File: src/rtl/midi_voice_alloc.sv
// MIDI note decoder and age-ordered voice allocator between the UART byte assembler and the synth engine.
// Optional build macro SUSTAIN_PEDAL_EN adds per-channel CC 64 sustain with held voices.
module midi_voice_alloc #(
  parameter int VOICES     = 8,
  parameter int V_WIDTH    = 3,
  parameter int STEAL_MODE = 0
) (
  input  logic               CLOCK_25,
  input  logic               iRST_N,
  input  logic               byteready,
  input  logic [7:0]         cur_status,
  input  logic [7:0]         midibyte_nr,
  input  logic [7:0]         midibyte,
  input  logic [15:0]        chan_mask,
  input  logic [VOICES-1:0]  voice_free,
  output logic [VOICES-1:0]  keys_on,
  output logic               note_on,
  output logic               note_off,
  output logic               steal,
  output logic [V_WIDTH-1:0] cur_key_adr,
  output logic [7:0]         cur_key_val,
  output logic [3:0]         cur_key_ch,
  output logic [7:0]         cur_vel_on,
  output logic [7:0]         cur_vel_off,
  output logic [V_WIDTH:0]   active_keys,
  output logic               off_note_error
);

  localparam logic [1:0] IDLE    = 2'd0;
  localparam logic [1:0] WAIT_D2 = 2'd1;
  localparam logic [1:0] SEARCH  = 2'd2;
  localparam logic [1:0] COMMIT  = 2'd3;

  localparam logic [V_WIDTH-1:0] RANK_ONE = 1;
  localparam logic [V_WIDTH:0]   CNT_ONE  = 1;

  logic [1:0]         state;
  logic               skid_valid;
  logic [7:0]         skid_status, skid_nr, skid_byte;
  logic [7:0]         msg_status, msg_d1, msg_d2;
  logic [7:0]         note_r [VOICES];
  logic [3:0]         ch_r [VOICES];
  logic [V_WIDTH-1:0] rank_r [VOICES];
  logic [VOICES-1:0]  held_r;

  logic       live_ok, proc_valid;
  logic [3:0] live_type;
  logic [7:0] proc_status, proc_nr, proc_byte;

  assign live_type   = cur_status[7:4];
  assign live_ok     = byteready && chan_mask[cur_status[3:0]] &&
                       (live_type == 4'h8 || live_type == 4'h9 || live_type == 4'hB);
  assign proc_valid  = skid_valid || live_ok;
  assign proc_status = skid_valid ? skid_status : cur_status;
  assign proc_nr     = skid_valid ? skid_nr     : midibyte_nr;
  assign proc_byte   = skid_valid ? skid_byte   : midibyte;

  logic [3:0] msg_ch;
  logic       msg_is_on, msg_is_off, msg_all_off, pedal_up, sustained;

  assign msg_ch      = msg_status[3:0];
  assign msg_is_on   = (msg_status[7:4] == 4'h9) && (msg_d2 != 8'h00);
  assign msg_is_off  = (msg_status[7:4] == 4'h8) || ((msg_status[7:4] == 4'h9) && (msg_d2 == 8'h00));
  assign msg_all_off = (msg_status[7:4] == 4'hB) && (msg_d1 == 8'd123);

`ifdef SUSTAIN_PEDAL_EN
  logic [15:0] sustain_r;
  assign sustained = sustain_r[msg_ch];
  assign pedal_up  = (msg_status[7:4] == 4'hB) && (msg_d1 == 8'd64) && (msg_d2 < 8'd64);

  always_ff @(posedge CLOCK_25 or negedge iRST_N) begin
    if (!iRST_N) begin
      sustain_r <= '0;
    end else if (state == SEARCH && msg_status[7:4] == 4'hB) begin
      if (msg_d1 == 8'd64)       sustain_r[msg_ch] <= (msg_d2 >= 8'd64);
      else if (msg_d1 == 8'd123) sustain_r <= '0;
    end
  end
`else
  assign sustained = 1'b0;
  assign pedal_up  = 1'b0;
`endif

  // Bytes arriving while a message is being resolved wait in the skid register.
  always_ff @(posedge CLOCK_25 or negedge iRST_N) begin
    if (!iRST_N) begin
      state       <= IDLE;
      skid_valid  <= 1'b0;
      skid_status <= '0;
      skid_nr     <= '0;
      skid_byte   <= '0;
      msg_status  <= '0;
      msg_d1      <= '0;
      msg_d2      <= '0;
    end else begin
      if (state == IDLE || state == WAIT_D2) begin
        if (skid_valid) skid_valid <= live_ok;
        if (skid_valid && live_ok) begin
          skid_status <= cur_status;
          skid_nr     <= midibyte_nr;
          skid_byte   <= midibyte;
        end
      end else if (live_ok && !skid_valid) begin
        skid_valid  <= 1'b1;
        skid_status <= cur_status;
        skid_nr     <= midibyte_nr;
        skid_byte   <= midibyte;
      end

      case (state)
        IDLE: begin
          if (proc_valid && proc_nr == 8'd1) begin
            msg_status <= proc_status;
            msg_d1     <= proc_byte;
            state      <= WAIT_D2;
          end
        end
        WAIT_D2: begin
          if (proc_valid && proc_nr == 8'd1) begin
            msg_status <= proc_status;
            msg_d1     <= proc_byte;
          end else if (proc_valid && proc_nr == 8'd2) begin
            msg_d2 <= proc_byte;
            state  <= SEARCH;
          end
        end
        SEARCH:  state <= COMMIT;
        default: state <= IDLE;
      endcase
    end
  end

  logic [VOICES-1:0]  keys_nxt, held_nxt, rel_mask;
  logic [7:0]         note_nxt [VOICES];
  logic [3:0]         ch_nxt [VOICES];
  logic [V_WIDTH-1:0] rank_nxt [VOICES];
  logic [V_WIDTH:0]   active_nxt, rel_cnt;
  logic [V_WIDTH-1:0] tgt, match_idx, free_idx, idle_idx, old_idx, dec;
  logic               match_hit, free_hit, idle_hit, do_on, do_off, do_steal, set_err;

  // Rank 0 is the oldest gated voice; releases and steals close the gap so ranks stay dense.
  always_comb begin
    keys_nxt   = keys_on;
    held_nxt   = held_r;
    active_nxt = active_keys;
    note_nxt   = note_r;
    ch_nxt     = ch_r;
    rank_nxt   = rank_r;
    rel_mask   = '0;
    rel_cnt    = '0;
    dec        = '0;
    tgt        = '0;
    match_hit  = 1'b0;
    match_idx  = '0;
    free_hit   = 1'b0;
    free_idx   = '0;
    idle_hit   = 1'b0;
    idle_idx   = '0;
    old_idx    = '0;
    do_on      = 1'b0;
    do_off     = 1'b0;
    do_steal   = 1'b0;
    set_err    = 1'b0;

    for (int i = VOICES - 1; i >= 0; i--) begin
      if (keys_on[i] && note_r[i] == msg_d1 && ch_r[i] == msg_ch) begin
        match_hit = 1'b1;
        match_idx = V_WIDTH'(i);
      end
      if (!keys_on[i] && voice_free[i]) begin
        free_hit = 1'b1;
        free_idx = V_WIDTH'(i);
      end
      if (!keys_on[i]) begin
        idle_hit = 1'b1;
        idle_idx = V_WIDTH'(i);
      end
      if (keys_on[i] && rank_r[i] == '0) old_idx = V_WIDTH'(i);
    end

    if (msg_is_on) begin
      if (match_hit) begin
        for (int j = 0; j < VOICES; j++)
          if (keys_on[j] && rank_r[j] > rank_r[match_idx]) rank_nxt[j] = rank_r[j] - RANK_ONE;
        rank_nxt[match_idx] = V_WIDTH'(active_keys - CNT_ONE);
        held_nxt[match_idx] = 1'b0;
        tgt   = match_idx;
        do_on = 1'b1;
      end else if (idle_hit) begin
        tgt            = free_hit ? free_idx : idle_idx;
        keys_nxt[tgt]  = 1'b1;
        note_nxt[tgt]  = msg_d1;
        ch_nxt[tgt]    = msg_ch;
        rank_nxt[tgt]  = V_WIDTH'(active_keys);
        held_nxt[tgt]  = 1'b0;
        active_nxt     = active_keys + CNT_ONE;
        do_on          = 1'b1;
      end else if (STEAL_MODE == 0) begin
        tgt = old_idx;
        for (int j = 0; j < VOICES; j++) rank_nxt[j] = rank_r[j] - RANK_ONE;
        rank_nxt[tgt] = V_WIDTH'(VOICES - 1);
        note_nxt[tgt] = msg_d1;
        ch_nxt[tgt]   = msg_ch;
        held_nxt[tgt] = 1'b0;
        do_on         = 1'b1;
        do_steal      = 1'b1;
      end
    end else if (msg_is_off) begin
      if (!match_hit)     set_err = 1'b1;
      else if (sustained) held_nxt[match_idx] = 1'b1;
      else                rel_mask[match_idx] = 1'b1;
    end else if (pedal_up) begin
      for (int j = 0; j < VOICES; j++)
        if (held_r[j] && ch_r[j] == msg_ch) rel_mask[j] = 1'b1;
    end

    for (int i = VOICES - 1; i >= 0; i--) begin
      if (rel_mask[i]) begin
        rel_cnt = rel_cnt + CNT_ONE;
        tgt     = V_WIDTH'(i);
      end
    end

    if (rel_mask != '0) begin
      for (int j = 0; j < VOICES; j++) begin
        if (rel_mask[j]) begin
          keys_nxt[j] = 1'b0;
          note_nxt[j] = 8'hFF;
          rank_nxt[j] = '0;
          held_nxt[j] = 1'b0;
        end else if (keys_on[j]) begin
          dec = '0;
          for (int k = 0; k < VOICES; k++)
            if (rel_mask[k] && rank_r[k] < rank_r[j]) dec = dec + RANK_ONE;
          rank_nxt[j] = rank_r[j] - dec;
        end
      end
      active_nxt = active_keys - rel_cnt;
      do_off     = 1'b1;
    end

    if (msg_all_off) begin
      keys_nxt   = '0;
      held_nxt   = '0;
      active_nxt = '0;
      for (int j = 0; j < VOICES; j++) begin
        note_nxt[j] = 8'hFF;
        rank_nxt[j] = '0;
      end
      tgt    = '0;
      do_off = 1'b1;
    end
  end

  always_ff @(posedge CLOCK_25 or negedge iRST_N) begin
    if (!iRST_N) begin
      keys_on        <= '0;
      held_r         <= '0;
      active_keys    <= '0;
      for (int i = 0; i < VOICES; i++) begin
        note_r[i] <= 8'hFF;
        ch_r[i]   <= '0;
        rank_r[i] <= '0;
      end
      note_on        <= 1'b0;
      note_off       <= 1'b0;
      steal          <= 1'b0;
      cur_key_adr    <= '0;
      cur_key_val    <= 8'hFF;
      cur_key_ch     <= '0;
      cur_vel_on     <= '0;
      cur_vel_off    <= '0;
      off_note_error <= 1'b0;
    end else begin
      note_on  <= 1'b0;
      note_off <= 1'b0;
      steal    <= 1'b0;
      if (state == SEARCH) begin
        keys_on     <= keys_nxt;
        held_r      <= held_nxt;
        active_keys <= active_nxt;
        note_r      <= note_nxt;
        ch_r        <= ch_nxt;
        rank_r      <= rank_nxt;
        note_on     <= do_on;
        note_off    <= do_off;
        steal       <= do_steal;
        if (set_err)          off_note_error <= 1'b1;
        else if (msg_all_off) off_note_error <= 1'b0;
        if (do_on) begin
          cur_key_adr <= tgt;
          cur_key_val <= msg_d1;
          cur_key_ch  <= msg_ch;
          cur_vel_on  <= msg_d2;
        end else if (do_off) begin
          cur_key_adr <= tgt;
          cur_key_val <= 8'hFF;
          cur_key_ch  <= msg_ch;
          if (msg_is_off) cur_vel_off <= msg_d2;
        end
      end
    end
  end

endmodule

File: config.mk
export PLATFORM = sky130hd
export DESIGN_NAME = midi_voice_alloc
export DESIGN_NICKNAME = d
export VERILOG_FILES = /design/src/rtl/midi_voice_alloc.sv
export SDC_FILE = /design/constraint.sdc
export NUM_CORES = 1
export LEC_CHECK = 0
export ABC_AREA = 1
export CAP_MARGIN = 0
export CORE_ASPECT_RATIO = 1.25
export CORE_MARGIN = 4
export CORE_UTILIZATION = 30
export DETAILED_ROUTE_END_ITERATION = 8
export GPL_TIMING_DRIVEN = 0
export PLACE_DENSITY_LB_ADDON = 0.15
export SYNTH_ARGS = -nofsm -noshare
export SYNTH_HDL_FRONTEND = slang
export SYNTH_SLANG_ARGS = --single-unit
File: constraint.sdc
create_clock -name CLOCK_25 -period 6.3 [get_ports CLOCK_25]
set_clock_uncertainty 0.15 [all_clocks]
set_input_delay 1.26 -clock CLOCK_25 [delete_from_list [all_inputs] [get_ports CLOCK_25]]
set_output_delay 1.26 -clock CLOCK_25 [all_outputs]
set_load 0.005 [all_outputs]
==> results of run 1 <==
==> timing repair <==
action / CTS / global route
pin swaps: 58 / 182
gates resized for setup: 224 / 204
gates cloned: 2 / 0
setup buffers: 80 / 42
setup endpoints to repair: 19 / 19
==> cell families (layout without fill, tap and decap cells) <==
group	count (synthesis)	count (layout)	synth area share [%]
AO/OA/AOI/OAI	647	647	16.9
XOR/XNOR	56	56	2.32
adder cells (fa/ha/maj)	205	205	12.1
buffers and inverters	554	822	10.0
flip-flops	218	218	25.4
multiplexers	21	21	1.03
AND/OR/NAND/NOR	1623	1623	32.2
==> critical path, delay by kind of cell (launching register included) <==
family | cells | cell delay [ns]
AO/OA/AOI/OAI | 2 | 0.21
flip-flops | 1 | 0.50
AND/OR/NAND/NOR | 31 | 3.06
adder cells (fa/ha/maj) | 6 | 1.37
buffers and inverters | 9 | 0.77
==> where the power goes <==
part | switching, mW | internal [mW]
Sequential | 0.299 | 1.66
Combinational | 2.48 | 1.15
Clock | 0.705 | 1.06
Total | 3.48 | 3.87
==> stage by stage <==
step	std cells	instance area, µm²	worst slack (ns)	total power, mW
after detailed placement	4374	24000	-1.91	5.40
after global routing	4544	27700	-0.171	7.86
after global placement	4372	24000	-6.49	5.39
after floorplan	3324	21800	0.170	4.17
after CTS	4504	26600	-0.0341	7.28
final	4544	27700	0.0846	7.36
==> placed cells by master (no fill, tap or decap), types with 14 or more instances in the layout <==
master,netlist,final
a32oi_1,14,14
nand3_2,5,20
a31oi_1,48,48
o211ai_1,25,25
nor2_4,5,27
nand4_1,58,58
nand2_1,975,906
buf_6,3,18
buf_4,13,106
a21oi_1,130,124
nor3_1,20,20
nand3b_1,20,20
ha_1,196,163
nor2_2,11,25
ha_4,0,30
o21ai_0,268,259
o22ai_1,66,66
dfrtp_1,146,135
inv_2,31,46
dfstp_2,72,72
clkdlybuf4s50_1,0,95
inv_1,419,385
nor2_1,254,218
xnor2_1,26,23
nand3_1,190,170
nand2_4,6,20
clkbuf_1,50,51
o21ai_1,31,31
a22oi_1,29,29
buf_12,0,25
xor2_1,28,24
clkbuf_16,0,26
nand2_2,25,79
==> synth_stat cells (all sizes together), types with 45 or more instances <==
master and number:
nor2 274, ha 196, dfrtp 146, clkbuf 50, nand4 58, nand3 196
buf 45, inv 452, dfstp 72, o21ai 302, a21oi 131, o22ai 66
a31oi 48, nand2 1007
==> cell type report <==
class                      count  area share, %
multi-input combinational   2552           55.2
tap                          952           4.30
sequential                   218           20.1
timing repair buffer         220           7.70
inverter                     459           6.56
clock buffer                  33           2.62
buffer                        95           2.71
clock inverter                15          0.894
==> metal layers <==
metal	track usage [%]	vias up	wire length (µm)
met1	29.6	11300	40100
met2	44.7	790	49600
met5	0	-	27
met4	14.4	4	7170
met3	2.52	314	4700
li1	-	11500	-
==> how the worst min path moves through the flow <==
| stage | slack [ns] | depth (start not counted) | to | start |
|---|---|---|---|---|
| 3_5_place_dp | 0.31 | 2 | skid_byte[0]$_DFFE_PN0P_ | skid_byte[0]$_DFFE_PN0P_ |
| 4_1_cts | 0.32 | 1 | skid_status[7]$_DFFE_PN0P_ | skid_status[7]$_DFFE_PN0P_ |
| 3_3_place_gp | 0.30 | 1 | skid_status[7]$_DFFE_PN0P_ | skid_status[7]$_DFFE_PN0P_ |
| 5_1_grt | 0.34 | 2 | skid_byte[1]$_DFFE_PN0P_ | skid_byte[1]$_DFFE_PN0P_ |
| 2_1_floorplan | 0.29 | 1 | skid_status[7]$_DFFE_PN0P_ | skid_status[7]$_DFFE_PN0P_ |
| 6_report | 0.32 | 1 | skid_status[7]$_DFFE_PN0P_ | skid_status[7]$_DFFE_PN0P_ |
==> run_results.csv, run 1 <==
group,metric,value,unit
sta,fmax,161,MHz
sta,fin_setup_tns,0,ns
critical_path,r2r_cells,48,
critical_path,endpoint,"rank_r[5]$_DFFE_PN0P_",
route,drc,0,
route,antenna_left,0,
yosys,ys_warn_count,0,
sta,setup_viol,0,
power_and_ir_drop,vdd_drop_max,0.322,mV
yosys,synth.distinct_cells,66,
sta,post-route-period-util,98.7,%
cells_and_area,reg_top3,"note_r x64, ch_r x32, rank_r x24",
critical_path,critPathKind,"reg2reg",
critical_path,crit_start,"msg_d1[5]$_DFFE_PN0P_",
sta,drv_slew,0,
floorplanning,die_w,249,µm
min_path,worstHoldPathType,"reg2reg",
yosys,synth_edf_count,0,
yosys,synth-seq-cells,218,
clocking,clk_latency,0.59,ns
critical_path,rr_endpoint,"rank_r[5]$_DFFE_PN0P_",
sta,rsz0062_at_grt,"true",
clocking,cts_sinks,218,
yosys,netlist.area_leader.share,16.8,%
yosys,syn_nets,3580,
floorplanning,initial_core_util,30.3,%
critical_path,worst_setup_path_end_kind,"register",
cells_and_area,finalNetCount,3828,
route,first_pass_iters,6,
global_routing,grt_pass1_vias,22700,
power_and_ir_drop,p_per_area,265,mW/mm²
yosys,synthArstFlopShare,100,%
yosys,syn_area,0.0218,mm²
cells_and_area,final_util,38.4,%
route,wl,102000,µm
global_routing,grt_remaining_overflow,0,
clocking,h-tree-depth,1,
floorplanning,core-area,0.0721,mm²
clocking,cts_buffer_depth,3,
cells_and_area,n_antenna_cell,0,
global_routing,grt_max_degree,112,
power_and_ir_drop,power.leakage,12.8,nW
critical_path,path_max_fanout,6,
critical_path,crit_slowest_cell,"dfrtp_2",
critical_path,required,6.63,ns
clocking,cts_hold_buf,0,
sta,whs,0.319,ns
clocking,cts_root_buf,"clkbuf_16",
cells_and_area,multi_input_area,0.0153,mm²
clocking,cts.clk_slew.worst_paths,0.07,ns
sta,fin_crit,6.22,ns
route,vias,23900,
cells_and_area,largest_reg_flops,64,
cells_and_area,nFillCells,7810,
yosys,yosysSeqAreaShare,25.4,%
route,initialDrtViolationCount,1668,
global_routing,grt_pass1_wl,147000,µm
placement,gp_congestion,0.970,
yosys,synthCells,3324,
critical_path,arrival,6.54,ns
floorplanning,io-pin-count,98,
global_routing,antenna_found_initial,2,
sta,worst_slew_pin_slew,1.15,ns
sta,hold_viol,0,
floorplanning,die_area,0.0771,mm²
floorplanning,die_h,310,µm
cells_and_area,area_delta_synth_final,27.1,%
critical_path,rrSetupSlack,0.08,ns
clocking,numCtsBuffers,26,
cells_and_area,register_area,0.00556,mm²
clocking,cts_tree,"yes",
yosys,synth_area_leaders,"nand2_1, dfrtp_1, ha_1",
sta,slew_headroom,23.1,%
critical_path,max_stage_delay,0.50,ns
critical_path,r2r-start,"msg_d1[5]$_DFFE_PN0P_",
run_status,outcome,"finished, final reports clean",
yosys,synth_ff_type,"dfrtp_1",
floorplanning,row_count,110,
placement,numPortBuffers,96,
critical_path,worst_setup_path_start_kind,"register",
yosys,synth_area_per_cell,6.56,µm²
global_routing,gr-usage-all-layers,25.1,%
route,via_per_inst,5.26,
placement,dp_hpwl,76400,µm
cells_and_area,layout-drive-gt1-share,18.1,%
yosys,yosys.area.top_type,"nand2_1",
cells_and_area,largest-register,"note_r",
route,routedWlPerCell,22.4,µm
flow_run,maxCapViolCount,0,
Power figures use the tool's default switching activity.
==> inputs of run 2 (changes only) <==
--- a/config.mk
+++ b/config.mk
@@ -5,7 +5,6 @@
 export SDC_FILE = /design/constraint.sdc
 export NUM_CORES = 1
 export LEC_CHECK = 0
-export ABC_AREA = 1
 export CAP_MARGIN = 0
 export CORE_ASPECT_RATIO = 1.25
 export CORE_MARGIN = 4
==> run_results.csv, run 2 <==
group,metric,value,unit
sta,fmax,157,MHz
floorplanning,die_h,286,µm
global_routing,grt_remaining_overflow,0,
flow_run,maxCapViolCount,0,
critical_path,crit_slowest_cell,"or4_4",
route,initialDrtViolationCount,1470,
yosys,ys_warn_count,0,
run_status,outcome,"complete, but fails checks",
yosys,synth_area_leaders,"dfrtp_1, ha_1, dfstp_2",
power_and_ir_drop,vdd_drop_max,0.240,mV
sta,fin_crit,6.39,ns
cells_and_area,layout_common_cells,"ha_1, nand2_1, dfrtp_1, nor2_1, xnor2_1",
yosys,synthArstFlopShare,100,%
route,first_pass_iters,7,
clocking,cts.clk_slew.worst_paths,0.06,ns
global_routing,grt_pass1_vias,17900,
yosys,synthCells,2047,
route,wl,83700,µm
yosys,yosys.area.top_type,"dfrtp_1",
clocking,cts_hold_buf,0,
floorplanning,initial_core_util,30.4,%
critical_path,critPathKind,"reg2reg",
cells_and_area,reg_top3,"note_r x64, ch_r x32, rank_r x24",
floorplanning,die_area,0.0660,mm²
placement,numPortBuffers,96,
sta,drv_slew,0,
sta,post-route-period-util,101,%
yosys,synth-seq-cells,218,
sta,worst_slew_pin_slew,1.32,ns
cells_and_area,layout-drive-gt1-share,24.0,%
critical_path,worst_setup_path_end_kind,"register",
floorplanning,row_count,101,
cells_and_area,largest-register,"note_r",
cells_and_area,final_common_cell,"ha_1",
route,via_per_inst,5.66,
clocking,clk_latency,0.56,ns
global_routing,grt_pass1_wl,121000,µm
run_status,violations,"negative setup slack",
power_and_ir_drop,p_per_area,295,mW/mm²
route,drc,0,
sta,whs,0.320,ns
critical_path,required,6.55,ns
cells_and_area,nFillCells,6148,
yosys,yosys-top-cells-count,"ha_1, nand2_1, xnor2_1",
placement,dp_cells,2971,
sta,setup_viol,4,
yosys,yosysSeqAreaShare,29.8,%
yosys,syn_area,0.0186,mm²
cells_and_area,fin_cells,3131,
cells_and_area,final_util,39.0,%
placement,gp_congestion,0.969,
floorplanning,core-area,0.0610,mm²
critical_path,rrSetupSlack,-0.09,ns
route,routedWlPerCell,26.7,µm
cells_and_area,finalNetCount,2541,
global_routing,antenna_found_initial,2,
cells_and_area,area_delta_synth_final,28.3,%
yosys,synth_edf_count,0,
cells_and_area,largest_reg_flops,64,
yosys,netlist.area_leader.share,19.7,%
floorplanning,io-pin-count,98,
clocking,cts_buffer_depth,3,
yosys,synth_most_common_cell,"ha_1",
sta,slew_headroom,11.7,%
critical_path,path_max_fanout,9,
clocking,numCtsBuffers,26,
yosys,syn_nets,2303,
global_routing,gr-usage-all-layers,24.4,%
yosys,synth_area_per_cell,9.08,µm²
floorplanning,die_w,231,µm
power_and_ir_drop,power.total,7.04,mW
yosys,synth_ff_type,"dfrtp_1",
power_and_ir_drop,power.leakage,9.96,nW
clocking,cts_sinks,218,
min_path,worstHoldPathType,"reg2reg",
critical_path,arrival,6.64,ns
global_routing,grt_max_degree,113,
yosys,synth.distinct_cells,81,
route,vias,17700,
clocking,h-tree-depth,1,
sta,rsz0062_at_grt,"true",
critical_path,worst_setup_path_start_kind,"register",
route,antenna_left,0,
sta,finalWorstSetupSlack,-0.0878,ns
clocking,cts_tree,"yes",
critical_path,max_stage_delay,0.58,ns
placement,dp_hpwl,60100,µm
sta,hold_viol,0,
clocking,cts_root_buf,"clkbuf_16",
==> run 2: cell types whose count changed after synthesis, sizes merged, moves of 127 or more <==
cell / delta
xnor2: +127
nand2: -825
inv: -346
nor2: -133
nand3: -132
o21ai: -221
==> run 2: layer usage <==
layer / track usage, % / vias up / routed length [µm]
li1: - / 7923 / -
met1: 29.1 / 8805 / 32300
met2: 42.9 / 727 / 41200
met5: 0 / - / 0
met4: 12.9 / 0 / 5410
met3: 2.97 / 257 / 4710
==> run 2: cell families (layout without fill, tap and decap cells) <==
family | count (synthesis) | after routing | synth area share [%]
other cells | 0 | 2 | 0
xor+xnor | 182 | 182 | 8.70
fa+ha+maj | 206 | 206 | 14.2
flops | 218 | 218 | 29.8
compound gates | 484 | 484 | 17.7
simple gates | 585 | 585 | 15.2
mux | 159 | 159 | 9.63
buf+inv | 213 | 471 | 4.76
==> run 2: area by class of cell <==
cell class / count / area [µm²] / area share, %
antenna: 2 / 5.00 / 0.0210
sequential: 218 / 5550 / 23.3
clock buffer: 36 / 749 / 3.14
timing repair buffer: 216 / 2000 / 8.41
clock inverter: 12 / 146 / 0.614
tap: 824 / 1030 / 4.33
inverter: 106 / 424 / 1.78
buffer: 101 / 654 / 2.75
multi-input combinational: 1616 / 13300 / 55.7
==> run 2: final timing paths <==
| kind | from | to | depth (start not counted) |
|---|---|---|---|
| worst min-delay path | skid_status[7]$_DFFE_PN0P_ | skid_status[7]$_DFFE_PN0P_ | 1 |
| worst max-delay path | msg_status[2]$_DFFE_PN0P_ | rank_r[2]$_DFFE_PN0P_ | 27 |
| worst min register to register | skid_status[7]$_DFFE_PN0P_ | skid_status[7]$_DFFE_PN0P_ | 1 |
| worst max register to register | msg_status[2]$_DFFE_PN0P_ | rank_r[2]$_DFFE_PN0P_ | 27 |
| max in group asynchronous | iRST_N | rank_r[0]$_DFFE_PN0P_ | 3 |
| min in group asynchronous | iRST_N | cur_vel_off[5]$_DFFE_PN0P_ | 2 |
==> run 2: per-stage QoR <==
step                      instance area, µm²   TNS, ns  setup WS (ns)
after global routing                   23800     -1.60         -0.325
final                                  23800    -0.249        -0.0878
after floorplan                        18600    -0.116         -0.116
after detailed placement               20700    -21.68          -1.63
after CTS                              23100   -0.0283        -0.0283
after global placement                 20600  -1169.25          -6.16
==> run 2: what timing repair did <==
| action | in CTS | in global routing |
|---|---|---|
| endpoints found under the setup margin | 26 | 18 |
| resized for setup | 195 | 83 |
| buffers inserted | 80 | 35 |
| gates cloned | 1 | 1 |
| pin swaps | 66 | 45 |
==> run 2: where the power goes <==
| group | switching, mW | leakage [nW] | internal [mW] |
|---|---|---|---|
| logic | 2.10 | 6.84 | 1.37 |
| clock network | 0.665 | 0.436 | 0.925 |
| registers | 0.316 | 2.68 | 1.66 |
| total | 3.08 | 9.96 | 3.96 |
==> run 2: worst max-delay path: cells and delay by family, from the launching register on <==
kind | cells | cell delay [ns]
adders and majority gates | 6 | 1.63
and+or+nand+nor | 5 | 1.01
xor gates and xnor gates | 5 | 0.91
muxes | 3 | 0.85
AOI/OAI and AO/OA | 4 | 0.75
buffers and inverters | 4 | 0.56
DFF | 1 | 0.38
==> inputs of run 3 (changes only) <==
--- a/config.mk
+++ b/config.mk
@@ -8,7 +8,8 @@
 export CAP_MARGIN = 0
 export CORE_ASPECT_RATIO = 1.25
 export CORE_MARGIN = 4
-export CORE_UTILIZATION = 30
+export CORE_UTILIZATION = 56
+export CTS_CLUSTER_SIZE = 12
 export DETAILED_ROUTE_END_ITERATION = 8
 export GPL_TIMING_DRIVEN = 0
 export PLACE_DENSITY_LB_ADDON = 0.15
==> run_results.csv, run 3 (synthesis gave the netlist of run 2 again) <==
group,metric,value,unit
cells_and_area,layout-drive-gt1-share,22.6,%
min_path,worstHoldStart,"skid_status[7]$_DFFE_PN0P_",
floorplanning,io-pin-count,98,
placement,dp_hpwl,53500,µm
clocking,cts.clk_slew.worst_paths,0.07,ns
sta,worst_slew_pin_slew,1.40,ns
cells_and_area,n_antenna_cell,0,
clocking,cts_buffer_depth,3,
critical_path,r2r_cells,22,
critical_path,worst_setup_path_end_kind,"register",
critical_path,max_stage_delay,0.71,ns
global_routing,grt_pass1_wl,111000,µm
sta,finalWorstSetupSlack,-0.114,ns
clocking,cts_sinks,218,
clocking,clk_latency,0.55,ns
power_and_ir_drop,p_int,3.81,mW
floorplanning,row_count,74,
route,initialDrtViolationCount,1824,
route,wl,76800,µm
critical_path,path_buf_inv,5,
min_path,hold_end,"skid_status[7]$_DFFE_PN0P_",
cells_and_area,largest_reg_flops,64,
min_path,hold_depth,1,
sta,fmax,156,MHz
cells_and_area,final_util,70.2,%
sta,fin_crit,6.41,ns
critical_path,crit_chain,"bufbuf_16 -> buf_4 -> xnor2_1 -> nand4_1 -> nor4_4 -> buf_4 -> or2_2 -> clkbuf_4 -> nor4_2 -> clkbuf_1 -> and2_1 -> nand2_1 -> mux2_4 -> ha_4 -> nand3_1 -> o21ai_1 -> a31o_2 -> fa_2 -> xnor2_2 -> xnor2_2 -> xnor2_2 -> a221o_1",
floorplanning,initial_core_util,56.9,%
flow_run,maxCapViolCount,0,
placement,gp_congestion,1.06,
sta,drv_slew,0,
placement,numPortBuffers,96,
route,via_per_inst,6.68,
power_and_ir_drop,power.leakage,9.84,nW
route,routedWlPerCell,28.3,µm
critical_path,arrival,6.70,ns
power_and_ir_drop,p_clk_share,20.6,%
cells_and_area,fin_area,0.0230,mm²
sta,whs,0.332,ns
critical_path,worst_setup_path_start_kind,"register",
run_status,outcome,"complete, but fails checks",
critical_path,path_common_cell,"xnor2_2",
critical_path,path_max_fanout,10,
power_and_ir_drop,p_sw,2.95,mW
critical_path,required,6.58,ns
run_status,violations,"negative setup slack",
cells_and_area,reg_top3,"note_r x64, ch_r x32, rank_r x24",
sta,setup_viol,5,
cells_and_area,area_delta_synth_final,23.5,%
sta,hold_viol,0,
global_routing,grt_max_degree,116,
clocking,numCtsBuffers,25,
power_and_ir_drop,p_per_area,295,mW/mm²
floorplanning,die_h,212,µm
floorplanning,core-area,0.0327,mm²
critical_path,cp_top_family,"simple AND/OR/NAND/NOR gates",
critical_path,critPathKind,"reg2reg",
route,drc,0,
floorplanning,die_w,171,µm
cells_and_area,largest-register,"note_r",
power_and_ir_drop,pwr-share-seq,29.2,%
critical_path,rr_endpoint,"rank_r[20]$_DFFE_PN0P_",
cells_and_area,finalNetCount,2530,
critical_path,rrSetupSlack,-0.11,ns
power_and_ir_drop,vdd_drop_max,0.345,mV
min_path,worstHoldPathType,"reg2reg",
clocking,h-tree-depth,1,
global_routing,gr-usage-all-layers,41.1,%
clocking,cts_tree,"yes",
cells_and_area,layout_common_cells,"ha_1, nand2_1, dfrtp_1, nor2_1, xnor2_1",
critical_path,r2r-start,"msg_d1[6]$_DFFE_PN0P_",
route,antenna_left,0,
cells_and_area,final_common_cell,"ha_1",
route,vias,18100,
global_routing,antenna_found_initial,0,
sta,rsz0062_at_grt,"true",
power_and_ir_drop,switching_share,43.6,%
clocking,cts_root_buf,"clkbuf_16",
placement,placedInstanceArea,0.0202,mm²
global_routing,grt_remaining_overflow,0,
sta,post-route-period-util,102,%
route,first_pass_iters,9,
global_routing,grt_pass1_vias,18100,
power_and_ir_drop,p_comb_share,50.1,%
sta,slew_headroom,6.13,%
critical_path,crit_slowest_cell,"clkbuf_1",
placement,dp_slack,-1.54,ns
power_and_ir_drop,power.total,6.76,mW
floorplanning,die_area,0.0362,mm²
-- run 3: cell types whose count changed in the layout (fill, tap and decap cells not counted), moves of 6 or more --
cell      delta
clkbuf_1     +7
buf_12       -6
ha_1         +6
buf_6        +7
buf_4       -11
ha_4         -6
-- run 3: cell type report --
type	instances	area, µm²
sequential	218	5550
tap	418	523
fill	2544	9730
inverter	106	417
buffer	101	619
timing repair buffer	206	1910
clock buffer	39	718
clock inverter	6	46.3
multi-input combinational	1616	13200
-- run 3: routing by layer --
metal / GRT usage, % / up-vias / wire (µm)
met5: 0 / - / 0
met4: 34.2 / 0 / 8000
met3: 10.3 / 413 / 6850
met2: 66.5 / 1013 / 35600
met1: 45.2 / 8768 / 26300
li1: - / 7905 / -
-- run 3: worst reg2reg max path, cell delays in order, from the launching register on --
cell	delay, ns
dfrtp_2	0.45
bufbuf_16	0.29
buf_4	0.14
xnor2_1	0.11
nand4_1	0.14
nor4_4	0.05
buf_4	0.16
or2_2	0.29
clkbuf_4	0.22
nor4_2	0.55
clkbuf_1	0.71
and2_1	0.60
nand2_1	0.28
mux2_4	0.38
ha_4	0.23
nand3_1	0.05
o21ai_1	0.10
a31o_2	0.24
fa_2	0.35
xnor2_2	0.16
xnor2_2	0.17
xnor2_2	0.17
a221o_1	0.31
-- run 3: power by group through the flow --
| stage | Clock, mW | Combinational, mW | Sequential (mW) |
|---|---|---|---|
| final | 1.40 | 3.39 | 1.98 |
| after global routing | 1.46 | 3.62 | 1.99 |
| after CTS | 1.40 | 3.17 | 1.95 |
| after detailed placement | 0 | 2.88 | 1.95 |
| after global placement | 0 | 2.79 | 1.94 |
| after floorplan | 0 | 1.91 | 1.83 |
-- run 3: through the flow --
step           std cells  TNS [ns]
6_report            2710    -0.392
5_1_grt             2710     -1.54
4_1_cts             2672   -0.0882
3_5_place_dp        2565    -17.63
3_3_place_gp        2561  -1009.63
2_1_floorplan       2047    -0.116
-- run 3: timing repair --
item / in CTS / in global routing
hold endpoints to repair: 0 / 0
pin swaps: 52 / 57
hold buffers: 0 / 0
gates resized for setup: 159 / 95
endpoints found under the setup margin: 22 / 11
gates cloned: 1 / 0
setup buffers: 65 / 40
-- run 3: worst max-delay path by stage --
stage | cells past startpoint | slack (ns) | to | startpoint
5_1_grt | 25 | -0.34 | rank_r[5]$_DFFE_PN0P_ | msg_d1[4]$_DFFE_PN0P_
3_3_place_gp | 1 | -5.37 | steal$_DFF_PN0_ | iRST_N
6_report | 22 | -0.11 | rank_r[20]$_DFFE_PN0P_ | msg_d1[6]$_DFFE_PN0P_
2_1_floorplan | 26 | -0.12 | rank_r[20]$_DFFE_PN0P_ | msg_d1[4]$_DFFE_PN0P_
4_1_cts | 27 | -0.04 | rank_r[5]$_DFFE_PN0P_ | msg_d1[5]$_DFFE_PN0P_
3_5_place_dp | 28 | -1.54 | active_keys[3]$_DFFE_PN0P_ | msg_d2[1]$_DFFE_PN0P_
